### config.mk
export PLATFORM = sky130hd
export DESIGN_NAME = mem_port_arbiter
export DESIGN_NICKNAME = d
export VERILOG_FILES = /design/src/rtl/mem_port_arbiter.sv
export SDC_FILE = /design/constraint.sdc
export NUM_CORES = 1
export LEC_CHECK = 0
export CAP_MARGIN = 15
export CORE_AREA = 4 4 120 122
export DETAILED_ROUTE_END_ITERATION = 8
export DIE_AREA = 0 0 124 126
export GPL_ROUTABILITY_DRIVEN = 1
export SYNTH_ARGS = -nofsm -noshare
export SYNTH_HDL_FRONTEND = slang
export SYNTH_SLANG_ARGS = --single-unit
### constraint.sdc
create_clock -name clk -period 4.8 [get_ports clk]
set_input_delay 0.96 -clock clk [delete_from_list [all_inputs] [get_ports clk]]
set_output_delay 0.96 -clock clk [all_outputs]
set_load 0.02 [all_outputs]
### src/rtl/mem_port_arbiter.sv
// Two-master req/gnt/rvalid arbiter with an in-order response ID FIFO.
// Define MEM_ARB_FIXED_PRIO_EN for fixed priority (master 1 wins ties).
module mem_port_arbiter #(
   parameter int DATA_WIDTH = 32,
   parameter int ADDR_WIDTH = 32,
   parameter int MAX_OUTST  = 2
) (
   input  logic                    clk,
   input  logic                    rst,
   input  logic                    m0_req,
   input  logic [ADDR_WIDTH-1:0]   m0_addr,
   input  logic                    m0_we,
   input  logic [DATA_WIDTH/8-1:0] m0_be,
   input  logic [DATA_WIDTH-1:0]   m0_wdata,
   output logic                    m0_gnt,
   output logic                    m0_rvalid,
   output logic                    m0_err,
   output logic [DATA_WIDTH-1:0]   m0_rdata,
   input  logic                    m1_req,
   input  logic [ADDR_WIDTH-1:0]   m1_addr,
   input  logic                    m1_we,
   input  logic [DATA_WIDTH/8-1:0] m1_be,
   input  logic [DATA_WIDTH-1:0]   m1_wdata,
   output logic                    m1_gnt,
   output logic                    m1_rvalid,
   output logic                    m1_err,
   output logic [DATA_WIDTH-1:0]   m1_rdata,
   output logic                    mem_req,
   output logic [ADDR_WIDTH-1:0]   mem_addr,
   output logic                    mem_we,
   output logic [DATA_WIDTH/8-1:0] mem_be,
   output logic [DATA_WIDTH-1:0]   mem_wdata,
   input  logic                    mem_gnt,
   input  logic                    mem_rvalid,
   input  logic                    mem_err,
   input  logic [DATA_WIDTH-1:0]   mem_rdata,
   output logic                    err_sticky
);

   localparam int PW = (MAX_OUTST > 1) ? $clog2(MAX_OUTST) : 1;
   localparam int CW = $clog2(MAX_OUTST + 1);
   localparam logic [CW-1:0] FULL_CNT = CW'(MAX_OUTST);
   localparam logic [PW-1:0] LAST_PTR = PW'(MAX_OUTST - 1);

   logic [MAX_OUTST-1:0] r_ids;
   logic [PW-1:0]        r_wr_ptr;
   logic [PW-1:0]        r_rd_ptr;
   logic [CW-1:0]        r_cnt;
   logic                 r_lock_vld;
   logic                 r_lock_sel;
   logic                 r_err_sticky;
`ifndef MEM_ARB_FIXED_PRIO_EN
   logic                 r_rr_ptr;
`endif

   logic w_both;
   logic w_any;
   logic w_sel;
   logic w_empty;
   logic w_full;
   logic w_req;
   logic w_push;
   logic w_pop;
   logic w_spur;
   logic w_head;

   function automatic logic [PW-1:0] f_next(
      input logic [PW-1:0] p
   );
      return (p == LAST_PTR) ? '0 : p + PW'(1);
   endfunction

   assign w_both = m0_req & m1_req;
   assign w_any  = m0_req | m1_req;

   // A stalled request keeps its master selected until it is granted.
   always_comb begin
      w_sel = m1_req;
      if (r_lock_vld) begin
         w_sel = r_lock_sel;
      end else if (w_both) begin
`ifdef MEM_ARB_FIXED_PRIO_EN
         w_sel = 1'b1;
`else
         w_sel = r_rr_ptr;
`endif
      end
   end

   // A pop in this cycle frees a slot, so a full FIFO can still accept.
   assign w_empty = (r_cnt == '0);
   assign w_full  = (r_cnt == FULL_CNT) & ~mem_rvalid;
   assign w_req   = w_any & ~w_full;
   assign w_push  = w_req & mem_gnt;
   assign w_pop   = mem_rvalid & ~w_empty;
   assign w_spur  = mem_rvalid & w_empty;
   assign w_head  = r_ids[r_rd_ptr];

   assign mem_req   = w_req & ~rst;
   assign mem_addr  = w_sel ? m1_addr  : m0_addr;
   assign mem_we    = w_sel ? m1_we    : m0_we;
   assign mem_be    = w_sel ? m1_be    : m0_be;
   assign mem_wdata = w_sel ? m1_wdata : m0_wdata;

   assign m0_gnt = w_push & ~w_sel & ~rst;
   assign m1_gnt = w_push &  w_sel & ~rst;

   assign m0_rvalid = w_pop & ~w_head & ~rst;
   assign m1_rvalid = w_pop &  w_head & ~rst;
   assign m0_err    = m0_rvalid & mem_err;
   assign m1_err    = m1_rvalid & mem_err;
   assign m0_rdata  = mem_rdata;
   assign m1_rdata  = mem_rdata;

   assign err_sticky = r_err_sticky;

   always_ff @(posedge clk or posedge rst) begin
      if (rst) begin
         r_ids        <= '0;
         r_wr_ptr     <= '0;
         r_rd_ptr     <= '0;
         r_cnt        <= '0;
         r_lock_vld   <= 1'b0;
         r_lock_sel   <= 1'b0;
         r_err_sticky <= 1'b0;
`ifndef MEM_ARB_FIXED_PRIO_EN
         r_rr_ptr     <= 1'b0;
`endif
      end else begin
         if (w_push) begin
            r_ids[r_wr_ptr] <= w_sel;
            r_wr_ptr        <= f_next(r_wr_ptr);
         end
         if (w_pop) begin
            r_rd_ptr <= f_next(r_rd_ptr);
         end
         if (w_push & ~w_pop) begin
            r_cnt <= r_cnt + CW'(1);
         end else if (~w_push & w_pop) begin
            r_cnt <= r_cnt - CW'(1);
         end
         if (w_spur) begin
            r_err_sticky <= 1'b1;
         end
         if (w_push) begin
            r_lock_vld <= 1'b0;
         end else if (w_req) begin
            r_lock_vld <= 1'b1;
            r_lock_sel <= w_sel;
         end
`ifndef MEM_ARB_FIXED_PRIO_EN
         if (w_push & w_both) begin
            r_rr_ptr <= ~w_sel;
         end
`endif
      end
   end

endmodule

==> reports/metrics.yaml, run 1 <==
clocking:
  root_buffer: "clkbuf_16"
  cts_tree: "yes"
  cts_resized: 0
  clk_pin_slew_worst_paths_ns: 0.04
  cts.sinks: 10
  worstSkewPairLatency_ns: 0.24
  cts_max_path_buffers: 2
  numCtsBuffers: 3
  postCtsHoldBufs: 0
  postCtsSetupBuffers: 0
  htree_levels: 1
synth:
  synth_area_sq_um: 2047
  synth_area_leaders: "mux2_4 (32%), buf_4 (23%), mux2_2 (15%), dfrtp_1 (12%), buf_8 (2.9%)"
  synth_cells: 190
  ys_ff_latch: 10
  synth-warning-count: 0
  synth_edf_count: 0
  syn_nets: 368
  synthFlopType: "dfrtp_1"
  synth_commonest_cells: "buf_4 (64), mux2_4 (44), mux2_2 (28)"
  synthAdderAreaFrac_pct: 0.6112
  yosysTopAreaCell: "mux2_4"
  synth_xor_xnor_area_share_pct: 2.139
  ys_types: 29
  synthArstFlopShare_pct: 100.0
  synth_most_common_cell: "buf_4"
  synth_top_family_by_area: "multiplexers"
  synth.mux.area_fraction_pct: 48.17
  syn_avg_cell_area_sq_um: 10.77
  synth-simple-area-share_pct: 6.235
  synth_compound_area_share_pct: 2.262
  synth.top_cell.area_share_pct: 32.27
  ys_seq_area_share_pct: 12.22
timing:
  period_share_pct: 85.74
  max_slew.worst_pin.slew_ns: 0.4997
  skew_ns: 0.004439
  maxSlewViolCount: 0
  setup_violations: 0
  fin_crit_ns: 4.115
  max_slew_margin_pct: 66.68
  hold_viol: 0
  fmax_mhz: 243.0
  tns_ns: 0
  rsz0062_at_grt: "no"
setup_path:
  cp.arrival_ns: 3.16
  cp_max_fo: 75
  cp-end-kind: "output pin"
  critPathRequiredTime_ns: 3.84
  crit_type: "primary input to output pin"
  cp-start-kind: "primary input"
placement:
  place_inst: 516
  hpwlAfterDp_um: 7817
  gp_congestion: 0.7374
  io_buffers: 221
  place_area_sq_um: 3934
global_routing:
  grt.total_usage_pct: 10.16
  grt_max_degree: 76
  antenna_found_initial: 0
  grt_pass1_vias: 2130
  grt_pass1_wl_um: 12300
  overflow: 0
floorplan:
  io_pins: 318
  die_area_sq_um: 15620
  rows: 42
  die_w_um: 124
  design.core.area_sq_um: 13190
  die_h_um: 126
  initial_core_util_pct: 15.52
power:
  p_leak_nw: 1.579
  internal-power_mw: 0.9504
  pwr-share-clk_pct: 10.9
  switching_share_pct: 38.79
  powerDensity_nw_per_um2: 386.0
  seqPwrFrac_pct: 9.9
  vdd_drop_max_v: 0.0004255
  switchingPower_mw: 0.6022
  pwr-share-comb_pct: 79.2
  total_power_mw: 1.553
job:
  maxCapViolCount: 0
drt:
  route.detailed.wl_per_inst_um: 17.47
  drtPass1Iterations: 4
  wirelength_um: 9082
  vias_per_cell: 3.756
  drcViolationCount: 0
  drt_iter0_markers: 33
  vias: 1953
  antenna_left: 0
worst_hold_path:
  hold_path.class: "flop to flop"
cells_and_area:
  layout-drive-gt1-share_pct: 23.26
  regArea_sq_um: 250.2
  fillers: 1343
  area_delta_synth_final_pct: 96.52
  stdcell_area_sq_um: 4023
  multi_input_area_sq_um: 1224
  fin_nets: 523
  layout.cells.non_filler: 520
  diodes: 0
run_status:
  status: "finished, final reports clean"
flip-flops by register name, indices dropped and copies added, names as in the netlist:
| register | count |
|---|---|
| r_cnt | 2 |
| r_ids | 2 |
| err_sticky | 1 |
| r_lock_sel | 1 |
| r_lock_vld | 1 |
| r_rd_ptr | 1 |
| r_rr_ptr | 1 |
| r_wr_ptr | 1 |
worst max-delay path, stage by stage:
cell	delay [ns]
clkdlybuf4s50_1	0.46
nor2b_4	0.16
o21ai_4	0.16
buf_12	0.39
mux2_2	0.39
clkdlybuf4s50_1	0.55
cell families (layout without fill, tap and decap cells):
group | after synthesis | count (layout)
compound gates | 7 | 7
xor+xnor | 5 | 5
fa+ha+maj | 1 | 1
buf+inv | 74 | 228
flops | 10 | 10
mux | 73 | 73
simple gates | 20 | 20
path summary, 6_finish.rpt:
path	slack, ns	from	to	depth (start not counted)
hold / removal	0.45	err_sticky$_DFFE_PP0P_	err_sticky$_DFFE_PP0P_	1
setup reg to reg	2.97	r_cnt[0]$_DFFE_PP0P_	r_cnt[1]$_DFFE_PP0P_	7
setup / recovery	0.68	m0_req	mem_wdata[13]	6
max in group asynchronous	3.33	rst	err_sticky$_DFFE_PP0P_	2
min in group asynchronous	1.18	rst	r_lock_vld$_DFFE_PP0P_	2
hold reg to reg	0.45	err_sticky$_DFFE_PP0P_	err_sticky$_DFFE_PP0P_	1
placed cells by master, fill, tap and decap left out:
master	instances
clkbuf_16	3
a21o_1	1
o21ai_1	1
nor2b_4	1
o21ai_0	2
buf_12	1
and2_1	2
nor3b_4	1
mux2_4	44
mux2i_1	1
nor3_1	5
nor3b_1	2
mux2_2	28
xor2_1	2
clkdlybuf4s50_1	221
nand2b_1	1
o31ai_1	1
nor2_1	4
nand3_1	1
inv_1	2
nand2_1	1
o21ai_4	1
clkbuf_8	1
ha_1	1
xnor2_1	3
or2_1	1
dfrtp_1	10
and3_1	1
o21a_1	1
power groups by stage:
| stage | Sequential [mW] | Clock (mW) | Combinational, mW |
|---|---|---|---|
| 4_1_cts | 0.154 | 0.171 | 1.25 |
| 6_report | 0.154 | 0.169 | 1.23 |
| 3_5_place_dp | 0.155 | 0 | 1.24 |
| 5_1_grt | 0.158 | 0.174 | 1.30 |
| 3_3_place_gp | 0.154 | 0 | 1.23 |
| 2_1_floorplan | 0.149 | 0 | 0.854 |
per-stage QoR:
stage	util, %	hold slack, ns	setup WS, ns
floorplan	-	0.4612	1.858
global placement	29.82	0.4478	0.7133
detailed placement	29.82	0.4474	0.7123
CTS	30.50	0.4593	0.6943
global route	30.50	0.4664	0.5997
finish	30.50	0.4526	0.6845
metal layers:
layer  up-vias  track usage (%)  routed length [um]
met3         3            6.188                1630
met4         0            1.160                  32
met2       184            17.75                4242
met5         -                0                   0
met1       870            10.72                3177
li1        896                -                   -
area by class of cell:
class / instances / area share [%]
Tap cell: 176 / 5.474
Timing Repair Buffer: 222 / 55.49
Clock buffer: 4 / 2.208
Multi-Input combinational cell: 106 / 30.42
Inverter: 2 / 0.1866
Sequential cell: 10 / 6.221
Power figures use the tool's default switching activity.
==> inputs of run 2 (changes only) <==
--- a/config.mk
+++ b/config.mk
@@ -10,6 +10,7 @@
 export DETAILED_ROUTE_END_ITERATION = 8
 export DIE_AREA = 0 0 124 126
 export GPL_ROUTABILITY_DRIVEN = 1
+export RECOVER_POWER = 50
 export SYNTH_ARGS = -nofsm -noshare
 export SYNTH_HDL_FRONTEND = slang
 export SYNTH_SLANG_ARGS = --single-unit
==> run 2 against run 1 <==
Effect of this change:
- cell area down 0.28%
- routed wire length decreased by 0.30%
- first-iteration DRC count did not move
- combinational power barely moved
- clock power about the same
- critical endpoint is now m1_gnt
==> reports/metrics.yaml, run 2 (synthesized netlist as in run 1, its figures left out) <==
clocking:
  postCtsHoldBufs: 0
  cts_resized: 0
  cts_tree: "yes"
  clk_pin_slew_worst_paths_ns: 0.04
  postCtsSetupBuffers: 0
  cts_max_path_buffers: 2
  cts.sinks: 10
  htree_levels: 1
  worstSkewPairLatency_ns: 0.24
  root_buffer: "clkbuf_16"
  numCtsBuffers: 3
drt:
  vias: 1948
  wirelength_um: 9055
  drtPass1Iterations: 4
  drt_iter0_markers: 33
  route.detailed.wl_per_inst_um: 17.41
  vias_per_cell: 3.746
  antenna_left: 0
  drcViolationCount: 0
floorplan:
  die_w_um: 124
  initial_core_util_pct: 15.52
  die_area_sq_um: 15620
  design.core.area_sq_um: 13190
  io_pins: 318
  rows: 42
  die_h_um: 126
cells_and_area:
  layout-drive-gt1-share_pct: 22.97
  layout_commonest_cell: "clkdlybuf4s50_1"
  fin_nets: 523
  area_delta_synth_final_pct: 95.97
  top_regs: "r_cnt (2), r_ids (2)"
  mostFrequentLayoutCells: "clkdlybuf4s50_1 (218), mux2_4 (44), mux2_2 (28)"
  layout.cells.non_filler: 520
  diodes: 0
power:
  p_leak_nw: 1.571
  powerDensity_nw_per_um2: 384.6
  vdd_drop_max_v: 0.0004243
  total_power_mw: 1.543
placement:
  place_inst: 516
  place_ws_ns: 0.7123
  hpwlAfterDp_um: 7817
  gp_congestion: 0.7374
  io_buffers: 221
global_routing:
  grt.total_usage_pct: 10.16
  grt_max_degree: 76
  grt_pass1_vias: 2130
  overflow: 0
  antenna_found_initial: 0
  grt_pass1_wl_um: 12300
run_status:
  status: "finished, final reports clean"
timing:
  maxSlewViolCount: 0
  hold_viol: 0
  max_slew_margin_pct: 48.46
  skew_ns: 0.004630
  fin_crit_ns: 4.292
  fmax_mhz: 233.0
  fin_ws_ns: 0.5083
  max_slew.worst_pin.slew_ns: 0.7714
  tns_ns: 0
  setup_violations: 0
  rsz0062_at_grt: "no"
  period_share_pct: 89.41
setup_path:
  reg2reg_slack_ns: 2.58
  cp-start-kind: "primary input"
  cp.arrival_ns: 3.33
  slowest_stage: "nor3b_1"
  crit_type: "primary input to output pin"
  path_cells: "dlygate4sd3_1, nor3b_1, or2_0, inv_1, and3_1, clkdlybuf4s50_1"
  cp_max_fo: 8
  critical-path-max-stage-delay_ns: 0.65
  critPathRequiredTime_ns: 3.84
  cp-end-kind: "output pin"
worst_hold_path:
  hold_path.class: "flop to flop"
job:
  maxCapViolCount: 0
==> run 2: per-layer routing <==
| layer | up-vias | global-route usage, % | part of all wire, % |
|---|---|---|---|
| met1 | 865 | 10.72 | 35 |
| met3 | 3 | 6.188 | 18 |
| met2 | 184 | 17.75 | 47 |
| met4 | 0 | 1.160 | 0.33 |
| li1 | 896 | - | - |
| met5 | - | 0 | 0 |
==> run 2: final timing paths <==
| check | end | from | cells past startpoint |
|---|---|---|---|
| max | m1_gnt | mem_rvalid | 6 |
| min | err_sticky$_DFFE_PP0P_ | err_sticky$_DFFE_PP0P_ | 1 |
| max reg2reg | r_cnt[1]$_DFFE_PP0P_ | r_cnt[0]$_DFFE_PP0P_ | 7 |
| min reg2reg | err_sticky$_DFFE_PP0P_ | err_sticky$_DFFE_PP0P_ | 1 |
| max in group asynchronous | err_sticky$_DFFE_PP0P_ | rst | 2 |
| min in group asynchronous | r_lock_vld$_DFFE_PP0P_ | rst | 2 |
==> run 2: worst max-delay path, delay by kind of cell <==
family,cells,cell delay (ns)
buffers and inverters,3,1.20
and+or+nand+nor,3,1.16
==> run 2: where the power goes <==
group	internal (mW)	switching (mW)	leakage (nW)
combinational	0.699	0.526	1.41
sequential	0.121	0.0296	0.117
clock	0.126	0.0416	0.0442
total	0.946	0.597	1.57
==> run 2: area by class of cell <==
cell class	count	area, sq um
Inverter	2	7.507
Fill cell	1345	9179
Clock buffer	4	88.84
Sequential cell	10	250.2
Tap cell	176	220.2
Multi-Input combinational cell	106	1212
Timing Repair Buffer	222	2232
==> run 2: through the flow <==
stage	utilization [%]	instance area, sq um	hold WS [ns]
after floorplan	-	2047	0.4612
after global placement	29.82	3934	0.4478
after detailed placement	29.82	3934	0.4474
after CTS	30.50	4023	0.4593
after global routing	30.41	4011	0.4614
final	30.41	4011	0.4467
